<file path="config.mk">
export PLATFORM = sky130hd
export DESIGN_NAME = hsv_core_flush_ctrl
export DESIGN_NICKNAME = d
export VERILOG_FILES = /design/src/rtl/hsv_core_flush_ctrl.sv
export SDC_FILE = /design/constraint.sdc
export NUM_CORES = 1
export LEC_CHECK = 0
export CAP_MARGIN = 20
export CORE_ASPECT_RATIO = 0.9
export CORE_MARGIN = 1.5
export CORE_UTILIZATION = 36
export DETAILED_ROUTE_END_ITERATION = 10
export GPL_TIMING_DRIVEN = 0
export PLACE_DENSITY = 0.82
export SYNTH_ARGS = -nofsm -noshare
export SYNTH_HDL_FRONTEND = slang
export SYNTH_SLANG_ARGS = --single-unit
</file>
<file path="constraint.sdc">
create_clock -name clk_core -period 2.1 [get_ports clk_core]
set_clock_uncertainty 0.15 [all_clocks]
set_input_delay 0.42 -clock clk_core [delete_from_list [all_inputs] [get_ports clk_core]]
set_output_delay 0.42 -clock clk_core [all_outputs]
set_load 0.02 [all_outputs]
</file>
<file path="src/rtl/hsv_core_flush_ctrl.sv">
// Flush coordinator: fixed-priority arbitration of flush requesters, global
// flush_req with raise/fall ack handshake, ack pending vector and sticky timeout.
module hsv_core_flush_ctrl #(
    parameter int unsigned NUM_SRCS       = 4,
    parameter int unsigned NUM_ACKS       = 9,
    parameter int unsigned TIMEOUT_CYCLES = 255
) (
    input  logic                   clk_core,
    input  logic                   rst_core_n,
    input  logic [NUM_SRCS-1:0]    src_valid,
    input  logic [NUM_SRCS*32-1:0] src_target,
    output logic [NUM_SRCS-1:0]    src_ready,
    input  logic [NUM_ACKS-1:0]    ack_mask,
    input  logic [NUM_ACKS-1:0]    flush_ack,
    output logic                   flush_req,
    output logic [31:0]            flush_target,
    output logic                   flush_done,
    output logic                   flush_busy,
    output logic [NUM_ACKS-1:0]    ack_pending,
    output logic                   flush_timeout,
    input  logic                   timeout_clear
);

    localparam int unsigned CNT_W = (TIMEOUT_CYCLES > 0) ? $clog2(TIMEOUT_CYCLES + 1) : 1;
    localparam logic [CNT_W-1:0] CNT_MAX = CNT_W'(TIMEOUT_CYCLES);

    localparam logic [1:0] ST_IDLE  = 2'd0;
    localparam logic [1:0] ST_RAISE = 2'd1;
    localparam logic [1:0] ST_FALL  = 2'd2;

    logic [1:0]          state_q, state_d;
    logic                flush_req_q, flush_req_d;
    logic [31:0]         target_q, target_d;
    logic                done_q, done_d;
    logic                timeout_q, timeout_d;
    logic [CNT_W-1:0]    cnt_q, cnt_d;

    logic                grant_found;
    logic [NUM_SRCS-1:0] grant_oh;
    logic [31:0]         grant_target;
    logic                raise_ok;
    logic                fall_ok;
    logic                busy;

    // Lowest index wins; the first hit blocks every later source.
    always_comb begin
        grant_found  = 1'b0;
        grant_oh     = '0;
        grant_target = '0;
        for (int unsigned i = 0; i < NUM_SRCS; i++) begin
            if (src_valid[i] && !grant_found) begin
                grant_found  = 1'b1;
                grant_oh     = NUM_SRCS'(1) << i;
                grant_target = 32'(src_target >> (32 * i));
            end
        end
    end

    assign raise_ok = &(flush_ack | ack_mask);
    assign fall_ok  = ~|(flush_ack & ~ack_mask);
    assign busy     = (state_q != ST_IDLE);

    always_comb begin
        state_d     = state_q;
        flush_req_d = flush_req_q;
        target_d    = target_q;
        done_d      = 1'b0;
        case (state_q)
            ST_IDLE: begin
                if (grant_found) begin
                    state_d     = ST_RAISE;
                    flush_req_d = 1'b1;
                    target_d    = grant_target;
                end
            end
            ST_RAISE: begin
                if (raise_ok) begin
                    state_d     = ST_FALL;
                    flush_req_d = 1'b0;
                    done_d      = 1'b1;
                end
            end
            ST_FALL: begin
                if (fall_ok) begin
                    state_d = ST_IDLE;
                end
            end
            default: begin
                state_d     = ST_IDLE;
                flush_req_d = 1'b0;
            end
        endcase
    end

    // Phase timer restarts on every state change and saturates at the limit.
    always_comb begin
        cnt_d = cnt_q;
        if (state_d != state_q) begin
            cnt_d = '0;
        end else if (busy && (cnt_q != CNT_MAX)) begin
            cnt_d = cnt_q + 1'b1;
        end
    end

    always_comb begin
        timeout_d = timeout_q;
        if ((TIMEOUT_CYCLES != 0) && busy && (cnt_q == CNT_MAX)) begin
            timeout_d = 1'b1;
        end else if (timeout_clear) begin
            timeout_d = 1'b0;
        end
    end

    always_ff @(posedge clk_core or negedge rst_core_n) begin
        if (!rst_core_n) begin
            state_q     <= ST_IDLE;
            flush_req_q <= 1'b0;
            target_q    <= '0;
            done_q      <= 1'b0;
            timeout_q   <= 1'b0;
            cnt_q       <= '0;
        end else begin
            state_q     <= state_d;
            flush_req_q <= flush_req_d;
            target_q    <= target_d;
            done_q      <= done_d;
            timeout_q   <= timeout_d;
            cnt_q       <= cnt_d;
        end
    end

    always_comb begin
        ack_pending = '0;
        case (state_q)
            ST_RAISE: ack_pending = ~flush_ack & ~ack_mask;
            ST_FALL:  ack_pending = flush_ack & ~ack_mask;
            default:  ack_pending = '0;
        endcase
    end

    assign src_ready     = (state_q == ST_IDLE) ? grant_oh : '0;
    assign flush_req     = flush_req_q;
    assign flush_target  = target_q;
    assign flush_done    = done_q;
    assign flush_busy    = busy;
    assign flush_timeout = timeout_q;

endmodule

</file>
==> flow_summary_export.csv <==
group,metric,value,unit
yosys,synth_warnings,0,
power_and_ir_drop,finalPower,0.00530,W
placement,dp_hpwl,9080,um
power_and_ir_drop,p_leak,2.37,nW
route,ant_nets,0,
route,vias_per_cell,5.57,
finish,drive_gt1_frac,0.210,
finish,fin_util,0.713,
critical_path,cp-start-kind,"flip-flop",
route,wire_per_inst,18.4,um
floorplan,io-pin-count,202,
yosys,ys_seq_elements,45,
yosys,syn_area_per_cell,8.76,um^2
critical_path,critical_path.most_common_cell,"buf_6",
timing,setup_violations,16,
route,firstDrtPassIters,4,
critical_path,cp.required,1530,ps
floorplan,die_area,0.00898,mm^2
flow_run,maxCapViolCount,0,
critical_path,path_delay_family,"flip-flops",
finish,mostFrequentLayoutCells,"clkdlybuf4s50_1 (177), dfrtp_1 (44), nand2_1 (39), nor2_1 (35), a221oi_1 (33)",
finish,antenna_cells,0,
timing,timing.final.crit_period,2290,ps
timing,tightest_slew,607,ps
global_route,antenna_found_initial,0,
yosys,syn_inst,346,
yosys,syn_area,0.00303,mm^2
run_status,outcome,"complete, but fails checks",
finish,area_growth,90.6,%
route,drtIter0Drc,160,
clocking,cts-root-buf,"clkbuf_8",
critical_path,worstPathMaxFanout,7,
floorplan,fp.dieH,90.1,um
global_route,grt_pass1_vias,3809,
timing,rsz0062_at_grt,"true",
finish,fin_area,0.00578,mm^2
global_route,grt_pass1_wl,19100,um
yosys,synth_fp_nets,504,
route,vias,3790,
clocking,cts.htree.levels,2,
timing,relSlewSlack,0.595,
critical_path,crit_slowest_cell,"dfrtp_1",
timing,fin_crit_sh,1.09,
floorplan,num_rows,31,
global_route,grt_usage,0.263,
floorplan,die_w,99.7,um
clocking,path_clk_slew,90,ps
clocking,cts_buffer_depth,2,
critical_path,end_kind,"output port",
global_route,grt.overflow.total,0,
finish,final_common_cell,"clkdlybuf4s50_1",
run_status,violations,"setup timing",
placement,detailedPlace.worstSlack,-1180,ps
placement,gp_congestion,0.778,
floorplan,initial_core_util,0.374,
route,drc,0,
critical_path,worstSetupPathType,"flip-flop to output port",
timing,report.final.slew_viol_count,0,
placement,place_area,0.00518,mm^2
yosys,ys_seq_area_frac,0.371,
global_route,grt_max_degree,25,
timing,clock.fmax,436,MHz
timing,fin_ws,-193,ps
timing,hold_ws,333,ps
clocking,clk-insertion-delay-late,290,ps
floorplan,coreArea,0.00811,mm^2
critical_path,cp.arrival,1720,ps
hold_path,hold_class,"flip-flop to flip-flop",
route,wl,12500,um
placement,port_buffers,199,
critical_path,crit_path_cell_trace,"buf_6 > ha_4 > buf_8 > mux2_4 > and3_4 > buf_6",
clocking,cts_buffers,5,
timing,finalHoldViolCount,0,
critical_path,cp.buffers_inverters,3,
power_and_ir_drop,p_per_area,917,mW/mm^2
yosys,synthDistinctLibCells,45,
critical_path,critPathMaxStageDelay,430,ps
power_and_ir_drop,peakVddDrop,634,uV
clocking,cts.sinks,45,
clocking,cts_tree,"yes",
finish,nets,739,
## per-stage QoR
stage	TNS, ps	cells
after global routing	-2520	681
after detailed placement	-22730	645
final	-1570	681
after CTS	-1710	667
after floorplan	0	346
after global placement	-56180	644
## timing repair
| action | 4_1_cts | 5_1_grt |
|---|---|---|
| hold buffers | 1 | 0 |
| resized for setup | 104 | 48 |
| pin swaps | 5 | 18 |
| hold endpoints to repair | 21 | 0 |
| endpoints found under the setup margin | 38 | 27 |
| gates cloned | 1 | 0 |
| buffers inserted | 12 | 14 |
## synthesized netlist by cell type (all sizes together)
| library cell | instances | area, um^2 |
|---|---|---|
| o22ai | 4 | 25.0 |
| xnor2 | 1 | 8.76 |
| and2 | 2 | 12.5 |
| a221oi | 33 | 289 |
| nand2 | 40 | 150 |
| nand4 | 2 | 12.5 |
| a31oi | 2 | 25.0 |
| nor4b | 2 | 38.8 |
| and3 | 6 | 37.5 |
| mux2i | 5 | 50.1 |
| a222oi | 1 | 10.0 |
| o31ai | 2 | 28.8 |
| nand2b | 3 | 18.8 |
| nor3 | 3 | 20.0 |
| xor2 | 2 | 17.5 |
| nor4 | 10 | 77.6 |
| a22oi | 33 | 248 |
| o21bai | 1 | 7.51 |
| a211oi | 1 | 12.5 |
| nor2 | 37 | 139 |
| a41oi | 1 | 8.76 |
| buf | 12 | 72.6 |
| dfrtp | 45 | 1130 |
| a2111oi | 1 | 27.5 |
| a21oi | 4 | 23.8 |
| inv | 14 | 52.6 |
| ha | 5 | 62.6 |
| nand3 | 4 | 20.0 |
| nor2b | 4 | 32.5 |
| o32a | 1 | 10.0 |
| nor3b | 3 | 22.5 |
| and4 | 1 | 11.3 |
| mux2 | 7 | 78.8 |
| clkbuf | 17 | 63.8 |
| a21boi | 1 | 7.51 |
| o21ai | 35 | 175 |
| nand3b | 1 | 7.51 |
## worst paths after layout
check                                     start          endpoint  slack (ps)  cells past startpoint
worst max-delay path                 state_q[1]    ack_pending[7]        -190                      6
worst min-delay path            flush_target[1]   flush_target[1]         330                      2
worst max register to register       state_q[0]          cnt_q[2]         -10                     10
worst min register to register  flush_target[1]   flush_target[1]         330                      2
max in group asynchronous            rst_core_n   flush_target[2]         790                      3
min in group asynchronous            rst_core_n  flush_target[15]         500                      2
## registers in the layout (all words and copies together), names as in the netlist
register / flops
cnt_q: 8
flush_target: 32
state_q: 2
flush_done: 1
flush_timeout: 1
flush_req: 1
## metal layers
metal	global-route usage	part of all wire
met1	0.312	0.39
met2	0.463	0.51
met3	0.0677	0.081
met4	0.0810	0.020
met5	0	0
## worst reg2reg max path, delay by kind of cell, from the launching register on
family | cells | cell delay [ps]
compound gates | 2 | 260
fa+ha+maj | 1 | 160
simple gates | 2 | 370
flops | 1 | 450
buf+inv | 5 | 620
## logic make-up after synthesis
family | after synthesis | synth area share
xor+xnor | 3 | 0.00867
mux | 12 | 0.0425
compound gates | 120 | 0.296
flops | 45 | 0.371
buf+inv | 43 | 0.0623
simple gates | 118 | 0.198
fa+ha+maj | 5 | 0.0206
## power breakdown
part	switching [W]	internal, W	total (W)
combinational	0.00168	0.00168	0.00336
clock	0.000300	0.000236	0.000537
sequential	0.000202	0.00120	0.00140
## cell type report
| type | count | area, um^2 |
|---|---|---|
| fill | 656 | 2330 |
| timing repair buffer | 228 | 2240 |
| multi-input combinational | 258 | 1970 |
| sequential | 45 | 1130 |
| buffer | 29 | 178 |
| tap | 99 | 124 |
| clock buffer | 7 | 76.3 |
| inverter | 14 | 55.1 |
| clock inverter | 1 | 7.51 |
No activity file was read; power rests on OpenSTA's default activity.
